$ cat src/rtl/hazard_stall_ctrl.sv
// Decode-stage hazard/stall controller: load-use bubbles, data-memory wait freeze, branch flush, stuck-memory timeout.
// Optional performance counters (Stall_Cycles, Bubble_Count) are built only when HAZARD_PERF_CNT_EN is defined.
module hazard_stall_ctrl #(
  parameter int TIMEOUT = 64,
  parameter int CNT_W   = 32
) (
  input  logic             clk,
  input  logic             rst_n,
  input  logic [4:0]       ID_Rs1,
  input  logic [4:0]       ID_Rs2,
  input  logic             ID_Uses_Rs1,
  input  logic             ID_Uses_Rs2,
  input  logic [4:0]       ID_EX_Rd,
  input  logic             ID_EX_MemRead,
  input  logic             EX_Branch_Taken,
  input  logic             EX_MEM_MemReq,
  input  logic             Dmem_Ready,
  output logic             PC_Write,
  output logic             IF_ID_Write,
  output logic             IF_ID_Flush,
  output logic             ID_EX_Bubble,
  output logic             Stall_All,
  output logic             Mem_Timeout,
`ifdef HAZARD_PERF_CNT_EN
  output logic [CNT_W-1:0] Stall_Cycles,
  output logic [CNT_W-1:0] Bubble_Count,
`endif
  output logic             Dbg_State
);

  localparam int WCNT_W = $clog2(TIMEOUT + 1);
  localparam logic [WCNT_W-1:0] TO_VAL  = WCNT_W'(TIMEOUT);
  localparam logic [WCNT_W-1:0] CNT_ONE = WCNT_W'(1);

  typedef enum logic {RUN = 1'b0, MEM_WAIT = 1'b1} state_t;

  state_t            state_q, state_d;
  logic [WCNT_W-1:0] wait_cnt_q, wait_cnt_d;
  logic              timeout_q, timeout_d;
  logic              load_use, mem_wait, freeze;

  // Once the memory is declared stuck the pipeline stays frozen until reset.
  always_comb begin
    load_use = ID_EX_MemRead && (ID_EX_Rd != 5'd0) &&
               ((ID_Uses_Rs1 && (ID_EX_Rd == ID_Rs1)) ||
                (ID_Uses_Rs2 && (ID_EX_Rd == ID_Rs2)));
    mem_wait = EX_MEM_MemReq && !Dmem_Ready;
    freeze   = mem_wait || timeout_q;
  end

  always_comb begin
    state_d    = state_q;
    wait_cnt_d = wait_cnt_q;
    timeout_d  = timeout_q;
    case (state_q)
      RUN:      if (freeze)  state_d = MEM_WAIT;
      MEM_WAIT: if (!freeze) state_d = RUN;
      default:  state_d = RUN;
    endcase
    if (mem_wait) begin
      if (wait_cnt_q != TO_VAL) wait_cnt_d = wait_cnt_q + CNT_ONE;
    end else if (!freeze) begin
      wait_cnt_d = '0;
    end
    if (wait_cnt_d == TO_VAL) timeout_d = 1'b1;
  end

  always_comb begin
    PC_Write     = 1'b1;
    IF_ID_Write  = 1'b1;
    IF_ID_Flush  = 1'b0;
    ID_EX_Bubble = 1'b0;
    Stall_All    = 1'b0;
    if (!rst_n) begin
      PC_Write     = 1'b0;
      IF_ID_Write  = 1'b0;
      IF_ID_Flush  = 1'b1;
      ID_EX_Bubble = 1'b1;
    end else if (freeze) begin
      // A taken branch sits frozen in EX and flushes once the wait ends.
      PC_Write    = 1'b0;
      IF_ID_Write = 1'b0;
      Stall_All   = 1'b1;
    end else if (EX_Branch_Taken) begin
      IF_ID_Flush  = 1'b1;
      ID_EX_Bubble = 1'b1;
    end else if (load_use) begin
      PC_Write     = 1'b0;
      IF_ID_Write  = 1'b0;
      ID_EX_Bubble = 1'b1;
    end
  end

  always_ff @(posedge clk) begin
    if (!rst_n) begin
      state_q    <= RUN;
      wait_cnt_q <= '0;
      timeout_q  <= 1'b0;
    end else begin
      state_q    <= state_d;
      wait_cnt_q <= wait_cnt_d;
      timeout_q  <= timeout_d;
    end
  end

  assign Mem_Timeout = timeout_q;
  assign Dbg_State   = state_q;

`ifdef HAZARD_PERF_CNT_EN
  logic [CNT_W-1:0] stall_cycles_q, bubble_count_q;

  always_ff @(posedge clk) begin
    if (!rst_n) begin
      stall_cycles_q <= '0;
      bubble_count_q <= '0;
    end else begin
      if (Stall_All || !PC_Write) stall_cycles_q <= stall_cycles_q + CNT_W'(1);
      if (ID_EX_Bubble)           bubble_count_q <= bubble_count_q + CNT_W'(1);
    end
  end

  assign Stall_Cycles = stall_cycles_q;
  assign Bubble_Count = bubble_count_q;
`endif

endmodule

$ cat config.mk
export PLATFORM = sky130hd
export DESIGN_NAME = hazard_stall_ctrl
export DESIGN_NICKNAME = d
export VERILOG_FILES = /design/src/rtl/hazard_stall_ctrl.sv
export SDC_FILE = /design/constraint.sdc
export NUM_CORES = 1
export LEC_CHECK = 0
export ABC_CLOCK_PERIOD_IN_PS = 1900
export BUFFER_PORTS_ARGS = -buffer_cell sky130_fd_sc_hd__buf_2
export CORE_MARGIN = 5
export CORE_UTILIZATION = 46
export CTS_BUF_LIST = sky130_fd_sc_hd__clkbuf_16
export DETAILED_ROUTE_END_ITERATION = 8
export GPL_ROUTABILITY_DRIVEN = 0
export HOLD_SLACK_MARGIN = 0.12
export PLACE_DENSITY = 0.89
export SLEW_MARGIN = 20
export SYNTH_ARGS = -nofsm -noshare
export SYNTH_HDL_FRONTEND = slang
export SYNTH_SLANG_ARGS = --single-unit
export TNS_END_PERCENT = 1
$ cat constraint.sdc
create_clock -name clk -period 1.9 [get_ports clk]
set_input_delay 0.19 -clock clk [delete_from_list [all_inputs] [get_ports clk]]
set_output_delay 0.19 -clock clk [all_outputs]
set_load 0.01 [all_outputs]
==> impl_metrics.env, run 1 <==
export IMPL_dieArea_mm2=0.002417
export IMPL_reg2reg_slack_ps=250
export IMPL_num_vias=814
export IMPL_start_util_pct=47.39
export IMPL_die_w_um=49.17
export IMPL_hold_violations=0
export IMPL_synth_area_um2=705.7
export IMPL_cts_tree="yes"
export IMPL_synthArstFlopShare_pct=0
export IMPL_drv_slew=0
export IMPL_io_buffer_count=29
export IMPL_total_power_uw=657.6
export IMPL_worst_slew_margin_rel_pct=81.50
export IMPL_rows=14
export IMPL_synth_edff_count=0
export IMPL_area_growth_pct=32.80
export IMPL_regToRegStartpoint="wait_cnt_q[3]"
export IMPL_post_cts_buffers=0
export IMPL_crit_type="flop to flop"
export IMPL_drc_errors=0
export IMPL_seq_area_frac_synth_pct=25.53
export IMPL_design_area_um2=937.1
export IMPL_cpMaxStageDelayCell="or3_4"
export IMPL_clk_pin_slew_worst_paths_ps=40
export IMPL_num_antenna_cells=0
export IMPL_setup_worst_path_start_class="flop"
export IMPL_cp_cell_sequence="or3_4 -> or3_1 -> o21a_1 -> o2111ai_1 -> a32oi_1"
export IMPL_cp_max_fo=7
export IMPL_min_from="rst_n"
export IMPL_path_delay_family="simple AND/OR/NAND/NOR gates"
export IMPL_ys_top_cells_by_area="dfxtp_1, xnor2_1, nand2_1"
export IMPL_worst_path_largest_cell_delay_ps=390
export IMPL_clock_skew_ps=3.117
export IMPL_antenna_found_initial=0
export IMPL_crit_required_ps=2010
export IMPL_grt_pass1_wl_um=2849
export IMPL_drt_pass1_iterations=4
export IMPL_grt_overflow=0
export IMPL_outcome="completed"
export IMPL_worstSkewPairLatency_ps=230
export IMPL_cts_buffers=3
export IMPL_holdPathStages=3
export IMPL_via_per_inst=5.692
export IMPL_totalNegativeSetupSlack_ps=0
export IMPL_drive_above_1_share_pct=28.35
export IMPL_max_freq_mhz=605.4
export IMPL_path_buf_inv=0
export IMPL_timing_rr_end="Mem_Timeout"
export IMPL_min_period_over_period_pct=86.93
export IMPL_hold_path_class="primary input to flop"
export IMPL_ys_seq_elements=9
export IMPL_wl_per_cell_um=12.33
export IMPL_cts_htree_levels=1
export IMPL_period_needed_ps=1652
export IMPL_synthFlopType="dfxtp_1"
export IMPL_grt_pass1_vias=755
export IMPL_syn_nets=122
export IMPL_end_kind="flop"
export IMPL_clock_sinks=9
export IMPL_netlist_top_cell_by_area="dfxtp_1"
export IMPL_coreArea_mm2=0.001489
export IMPL_cts_hold_buffers=0
export IMPL_synth_top_cell_area_share_pct=25.53
export IMPL_ys_warn_count=0
export IMPL_drt_iter0_drc=17
export IMPL_ir_drop_mv=0.3832
export IMPL_io_pins=30
export IMPL_setup_viol=0
export IMPL_cp_data_arrival_time_ps=1760
export IMPL_placed_cell_area_um2=858.3
export IMPL_cap_violations=0
export IMPL_syn_area_per_cell_um2=7.275
export IMPL_nets=153
export IMPL_hold_path_end="Mem_Timeout"
export IMPL_rsz0062_at_grt="no"
export IMPL_grt_usage_pct=14.91
export IMPL_dp_hpwl_um=1439
export IMPL_grt_max_degree=10
export IMPL_r2r_cells=5
export IMPL_clockBufferDepth=2
export IMPL_die_h_um=49.17
export IMPL_ant_nets=0
export IMPL_cts_root_buf="clkbuf_16"
export IMPL_worst_pin_slew_ps=277.2
export IMPL_wirelength_um=1763
export IMPL_syn_inst=97
export IMPL_cts_resized=0
export IMPL_ys_types=35
export IMPL_cellPowerDensity_mw_per_mm2=701.6
export IMPL_p_leak_nw=0.3984
-- layer usage --
metal	wire, um	GRT usage (%)	up-vias
met1	709	16.33	361
li1	-	-	405
met4	50	8.072	0
met3	179	4.893	6
met2	823	24.89	42
met5	0	0	-
-- power by group --
part           internal (mW)  total (mW)  switching, mW
Clock                  0.274       0.361         0.0870
Combinational         0.0509      0.0998         0.0489
Sequential             0.193       0.196        0.00367
-- stage by stage --
step	setup slack (ps)	hold slack, ps	utilization (%)	std cells
3_5_place_dp	253.2	507.6	57.65	139
2_1_floorplan	308.6	332.5	-	97
4_1_cts	247.7	263.3	62.94	143
3_3_place_gp	290.4	498.9	57.65	139
5_1_grt	175.2	294.3	62.94	143
6_report	248.3	264.9	62.94	143
-- cell type report --
cell class              count  area, um^2
clock inverters             1       3.754
repair buffers             30       152.6
multi-input cells          79       486.7
flip-flops and latches      9       180.2
clock buffers               3       75.07
fillers                   121       551.8
well taps                  16       20.02
inverters                   5       18.77
-- cell usage after synthesis (2+ instances only) --
master    number
nand3_1        4
nand4_1        2
a311oi_1       2
o21ai_0        4
clkbuf_1       2
a31oi_1        4
nor2_1        11
dfxtp_1        9
inv_1          5
xnor2_1       10
ha_1           2
a21oi_1        4
nand2_1       15
o21a_1         2
-- worst max-delay path by stage --
stage                        from           to  slack, ps  depth (start not counted)
floorplan           wait_cnt_q[0]  Mem_Timeout        310                          8
detailed placement  wait_cnt_q[3]  Mem_Timeout        250                          5
CTS                 wait_cnt_q[3]  Mem_Timeout        250                          5
global placement    wait_cnt_q[3]  Mem_Timeout        290                          5
finish              wait_cnt_q[3]  Mem_Timeout        250                          5
global route        wait_cnt_q[0]  Mem_Timeout        180                          7
-- placed cells by master (no fill, tap or decap), drive strengths merged, types with 3 or more instances in the layout --
| cell type | count |
|---|---|
| a21oi | 4 |
| a31oi | 4 |
| buf | 30 |
| clkbuf | 3 |
| dfxtp | 9 |
| inv | 6 |
| nand2 | 15 |
| nand3 | 4 |
| nor2 | 11 |
| o21ai | 4 |
| xnor2 | 10 |
-- flip-flops by register name, indices dropped and copies added, names as in the netlist --
name,flops
Mem_Timeout,1
Dbg_State,1
wait_cnt_q,7
-- logic make-up after synthesis --
| kind of cell | count (synthesis) | share of synthesized area, % |
|---|---|---|
| AO/OA/AOI/OAI | 25 | 24.82 |
| buffers and inverters | 9 | 5.497 |
| AND/OR/NAND/NOR | 42 | 28.19 |
| XOR/XNOR | 10 | 12.41 |
| adder cells (fa/ha/maj) | 2 | 3.546 |
| flip-flops | 9 | 25.53 |
-- tightest hold or removal path: cells and delay by family --
family                 cells  cell delay (ps)
AOI/OAI and AO/OA          1               50
and+or+nand+nor            1               70
buffers and inverters      1              140
No activity file was read; power rests on OpenSTA's default activity.
==> run 2, diff against run 1 <==
--- a/config.mk
+++ b/config.mk
@@ -14,3 +14,3 @@
 export GPL_ROUTABILITY_DRIVEN = 0
-export HOLD_SLACK_MARGIN = 0.12
+export HOLD_SLACK_MARGIN = 0.05
 export PLACE_DENSITY = 0.89
==> constraint.sdc (replaced) <==
create_clock -name clk -period 1.9 [get_ports clk]
set_input_delay 0.095 -clock clk [delete_from_list [all_inputs] [get_ports clk]]
set_output_delay 0.095 -clock clk [all_outputs]
set_load 0.01 [all_outputs]
==> run 2 against run 1 <==
Against the previous run:
- worst hold slack lost 86 ps
- count of clock-buffer cells in the layout stayed put
- flip-flop and latch count is the same
- clock skew decreased by 2.5 ps
- setup slack worse by 89 ps
- cell area unchanged
- combinational power hardly changed
- critical path type unchanged
- largest power group unchanged
==> impl_metrics.env, run 2 (synthesis gave the netlist of run 1 again) <==
export IMPL_final_common_cell="buf_2"
export IMPL_grt_overflow=0
export IMPL_placed_cells=139
export IMPL_ant_nets=0
export IMPL_wl_per_cell_um=14.06
export IMPL_period_needed_ps=1741
export IMPL_clockBufferDepth=2
export IMPL_cp_data_arrival_time_ps=1850
export IMPL_place_ws_ps=201.9
export IMPL_cap_violations=0
export IMPL_num_antenna_cells=0
export IMPL_antenna_found_initial=0
export IMPL_start_util_pct=47.39
export IMPL_clock_skew_ps=0.6537
export IMPL_setup_viol=0
export IMPL_p_comb_share_pct=15.2
export IMPL_dp_hpwl_um=1586
export IMPL_grt_pass1_wl_um=3360
export IMPL_ir_drop_mv=0.3152
export IMPL_crit_type="flop to flop"
export IMPL_cts_root_buf="clkbuf_16"
export IMPL_drt_pass1_iterations=4
export IMPL_netSwitchingFraction_pct=22.31
export IMPL_wirelength_um=2011
export IMPL_outcome="completed"
export IMPL_dieArea_mm2=0.002417
export IMPL_hold_path_class="primary input to flop"
export IMPL_area_growth_pct=32.80
export IMPL_cpMaxStageDelayCell="or3_4"
export IMPL_die_w_um=49.17
export IMPL_hold_violations=0
export IMPL_holdWs_ps=179.3
export IMPL_clk_pin_slew_worst_paths_ps=40
export IMPL_max_freq_mhz=574.4
export IMPL_crit_required_ps=2010
export IMPL_layout_common_cells="buf_2, nand2_1, nor2_1, xnor2_1, dfxtp_1"
export IMPL_num_vias=829
export IMPL_largest_reg_flops=7
export IMPL_coreArea_mm2=0.001489
export IMPL_rsz0062_at_grt="no"
export IMPL_p_sw_uw=149.0
export IMPL_worst_path_largest_cell_delay_ps=400
export IMPL_cts_hold_buffers=0
export IMPL_drv_slew=0
export IMPL_cp_max_fo=7
export IMPL_post_cts_buffers=0
export IMPL_p_seq_share_pct=29.4
export IMPL_via_per_inst=5.797
export IMPL_clock_sinks=9
export IMPL_io_pins=30
export IMPL_grt_pass1_vias=800
export IMPL_worstSkewPairLatency_ps=240
export IMPL_path_delay_family="simple AND/OR/NAND/NOR gates"
export IMPL_cp_cell_sequence="or3_4 -> or3_1 -> o21a_1 -> o2111ai_1 -> a32oi_1"
export IMPL_cts_buffers=3
export IMPL_setup_worst_path_start_class="flop"
export IMPL_grt_max_degree=10
export IMPL_worst_pin_slew_ps=287.7
export IMPL_worst_slew_margin_rel_pct=80.80
export IMPL_p_clk_share_pct=55.4
export IMPL_die_h_um=49.17
export IMPL_nets=153
export IMPL_drive_above_1_share_pct=28.35
export IMPL_drt_iter0_drc=27
export IMPL_internal_power_uw=518.9
export IMPL_path_buf_inv=0
export IMPL_p_leak_nw=0.3984
export IMPL_cts_resized=0
export IMPL_finalNonFillerCells=143
export IMPL_largest_register="wait_cnt_q"
export IMPL_io_buffer_count=29
export IMPL_setup_ws_ps=159.1
export IMPL_total_power_uw=667.9
export IMPL_rows=14
export IMPL_grt_usage_pct=17.52
export IMPL_totalNegativeSetupSlack_ps=0
export IMPL_cts_tree="yes"
export IMPL_cts_htree_levels=1
export IMPL_cellPowerDensity_mw_per_mm2=712.7
export IMPL_min_period_over_period_pct=91.63
export IMPL_end_kind="flop"
export IMPL_drc_errors=0
[run 2: cell counts in the layout (fill, tap and decap cells not counted)]
No cell type changed its count.
[run 2: through the flow]
stage | instance area [um^2] | util [%]
floorplan | 705.7 | -
CTS | 937.1 | 62.94
detailed placement | 858.3 | 57.65
global placement | 858.3 | 57.65
finish | 937.1 | 62.94
global route | 937.1 | 62.94
[run 2: cell type report]
type                    count  area [um^2]
fillers                   127        551.8
multi-input cells          79        486.7
flip-flops and latches      9        180.2
repair buffers             30        152.6
clock buffers               3        75.07
well taps                  16        20.02
inverters                   5        18.77
clock inverters             1        3.754
[run 2: final timing paths]
kind / cells after the start / to / slack (ps) / from
worst min-delay path: 3 / Mem_Timeout / 180 / rst_n
worst max-delay path: 5 / Mem_Timeout / 160 / wait_cnt_q[3]
worst min register to register: 2 / Mem_Timeout / 540 / Mem_Timeout
worst max register to register: 5 / Mem_Timeout / 160 / wait_cnt_q[3]
[run 2: metal layers]
| layer | routed length (um) | part of all wire [%] | GRT usage [%] |
|---|---|---|---|
| met1 | 780 | 39 | 18.68 |
| met2 | 972 | 48 | 30.04 |
| met3 | 200 | 9.9 | 3.364 |
| met4 | 58 | 2.9 | 12.56 |
| met5 | 0 | 0 | 0 |
[run 2: worst min-delay path, delay by kind of cell]
kind / cells / cell delay (ps)
buffers and inverters: 1 / 140
and+or+nand+nor: 1 / 70
AOI/OAI and AO/OA: 1 / 60
[run 2: power groups by stage]
stage	clock network, mW	registers, mW	logic (mW)
after floorplan	0	0.197	0.0578
after global placement	0	0.199	0.0972
after detailed placement	0	0.199	0.102
after CTS	0.374	0.196	0.102
after global routing	0.383	0.197	0.113
final	0.370	0.196	0.102
==> run 3, diff against run 2 <==
--- a/config.mk
+++ b/config.mk
@@ -7,6 +7,6 @@
 export LEC_CHECK = 0
-export ABC_CLOCK_PERIOD_IN_PS = 1900
+export ABC_CLOCK_PERIOD_IN_PS = 2100
 export BUFFER_PORTS_ARGS = -buffer_cell sky130_fd_sc_hd__buf_2
 export CORE_MARGIN = 5
-export CORE_UTILIZATION = 46
+export CORE_UTILIZATION = 49
 export CTS_BUF_LIST = sky130_fd_sc_hd__clkbuf_16
@@ -15,3 +15,3 @@
 export HOLD_SLACK_MARGIN = 0.05
-export PLACE_DENSITY = 0.89
+export PLACE_DENSITY = 0.94
 export SLEW_MARGIN = 20
==> constraint.sdc (replaced) <==
create_clock -name clk -period 2.1 [get_ports clk]
set_input_delay 0.42 -clock clk [delete_from_list [all_inputs] [get_ports clk]]
set_output_delay 0.42 -clock clk [all_outputs]
set_load 0.01 [all_outputs]
==> run 3 against run 2 <==
Against the previous run:
- critical path depth unchanged
- setup slack worse by 110 ps
- wire length up 4.2%
- final cell count down 0.70%
- cell area up 2.0%
- critical path type is now primary input to output port
- critical endpoint is now PC_Write
- highest routed layer unchanged
==> impl_metrics.env, run 3 (synthesis gave the netlist of run 1 again) <==
export IMPL_outcome="completed"
export IMPL_cp_cell_sequence="buf_8 -> or4_4 -> o211ai_1 -> o211a_1 -> buf_2"
export IMPL_cts_buffers=3
export IMPL_path_delay_family="simple AND/OR/NAND/NOR gates"
export IMPL_grt_pass1_wl_um=3277
export IMPL_place_ws_ps=56.51
export IMPL_num_vias=813
export IMPL_antenna_found_initial=0
export IMPL_wl_per_cell_um=14.76
export IMPL_grt_max_degree=10
export IMPL_path_buf_inv=2
export IMPL_cts_hold_buffers=0
export IMPL_multiInputGateArea_um2=490.5
export IMPL_dieArea_mm2=0.002299
export IMPL_hold_path_class="primary input to flop"
export IMPL_drv_slew=0
export IMPL_cts_tree="yes"
export IMPL_clockBufferDepth=2
export IMPL_cts_htree_levels=1
export IMPL_largest_reg_flops=7
export IMPL_end_kind="output port"
export IMPL_wirelength_um=2096
export IMPL_cellPowerDensity_mw_per_mm2=644.9
export IMPL_die_h_um=47.95
export IMPL_io_pins=30
export IMPL_hold_violations=0
export IMPL_setup_ws_ps=49.37
export IMPL_cp_max_fo=3
export IMPL_grt_pass1_vias=828
export IMPL_drive_above_1_share_pct=29.13
export IMPL_grt_overflow=0
export IMPL_start_util_pct=52.91
export IMPL_p_leak_nw=0.4057
export IMPL_layout_common_cells="buf_2, nand2_1, nor2_1, xnor2_1, dfxtp_1"
export IMPL_min_period_over_period_pct=97.65
export IMPL_ant_nets=0
export IMPL_coreArea_mm2=0.001334
export IMPL_fillers=114
export IMPL_rsz0062_at_grt="yes"
export IMPL_dp_hpwl_um=1639
export IMPL_setup_viol=0
export IMPL_clock_skew_ps=6.338
export IMPL_io_buffer_count=29
export IMPL_largest_register="wait_cnt_q"
export IMPL_max_freq_mhz=487.7
export IMPL_utilization_pct=71.67
export IMPL_period_needed_ps=2051
export IMPL_cts_root_buf="clkbuf_16"
export IMPL_final_common_cell="buf_2"
export IMPL_crit_required_ps=1680
export IMPL_area_growth_pct=35.46
export IMPL_via_per_inst=5.725
export IMPL_worst_path_largest_cell_delay_ps=510
export IMPL_num_antenna_cells=0
export IMPL_drt_pass1_iterations=4
export IMPL_drc_errors=0
export IMPL_grt_usage_pct=20.59
export IMPL_worstSkewPairLatency_ps=240
export IMPL_crit_type="primary input to output port"
export IMPL_holdWs_ps=489.4
export IMPL_cp_data_arrival_time_ps=1630
export IMPL_clock_sinks=9
export IMPL_cap_violations=0
export IMPL_nets=153
export IMPL_ir_drop_mv=0.4696
export IMPL_regArea_um2=180.2
export IMPL_worst_pin_slew_ps=290.8
export IMPL_die_w_um=47.95
export IMPL_rows=13
export IMPL_setup_worst_path_start_class="primary input"
export IMPL_clk_pin_slew_worst_paths_ps=40
export IMPL_worst_slew_margin_rel_pct=80.59
export IMPL_cpMaxStageDelayCell="or4_4"
export IMPL_drt_iter0_drc=34
-- run 3: cell counts in the layout (fill, tap and decap cells not counted) --
Identical to the previous run, type by type.
-- run 3: final timing paths --
check,start,end,slack [ps],depth (start not counted)
hold / removal,rst_n,Mem_Timeout,490,3
hold reg to reg,Mem_Timeout,Mem_Timeout,530,2
setup / recovery,ID_EX_Rd[4],PC_Write,50,5
setup reg to reg,wait_cnt_q[0],Mem_Timeout,380,7
-- run 3: per-stage QoR --
step / instance area, um^2 / power, mW / TNS, ps / cells
2_1_floorplan: 705.7 / 0.2306 / 0 / 97
3_3_place_gp: 857.1 / 0.2672 / 0 / 138
3_5_place_dp: 857.1 / 0.2730 / 0 / 138
4_1_cts: 935.9 / 0.6138 / 0 / 142
5_1_grt: 955.9 / 0.6397 / -52.00 / 142
6_report: 955.9 / 0.6165 / 0 / 142
-- run 3: area by class of cell --
cell class	count	area share, %
clock inverter	1	0.3927
multi-input combinational	79	51.31
inverter	5	1.963
timing repair buffer	30	17.67
tap	15	1.963
clock buffer	3	7.853
sequential	9	18.85
-- run 3: worst reg2reg max path: cells and delay by family, from the launching register on --
family                     cells  cell delay [ps]
DFF                            1              480
AOI/OAI and AO/OA              3              470
and+or+nand+nor                2              390
adders and majority gates      1              210
buffers and inverters          1              100
-- run 3: layer usage --
metal	vias up	track usage, %	wire, um
met4	0	11.29	66
met5	-	0	0
met1	352	23.30	822
li1	405	-	-
met3	8	6.015	175
met2	48	34.30	1032
-- run 3: where the power goes --
group	internal, mW	leakage (nW)	switching (mW)
combinational	0.0497	0.291	0.0479
sequential	0.174	0.0728	0.00359
clock	0.250	0.0423	0.0915
-- run 3: what timing repair did --
action / 4_1_cts / 5_1_grt
endpoints found under the setup margin: 0 / 2
buffers inserted: 0 / 0
gates resized for setup: 0 / 6
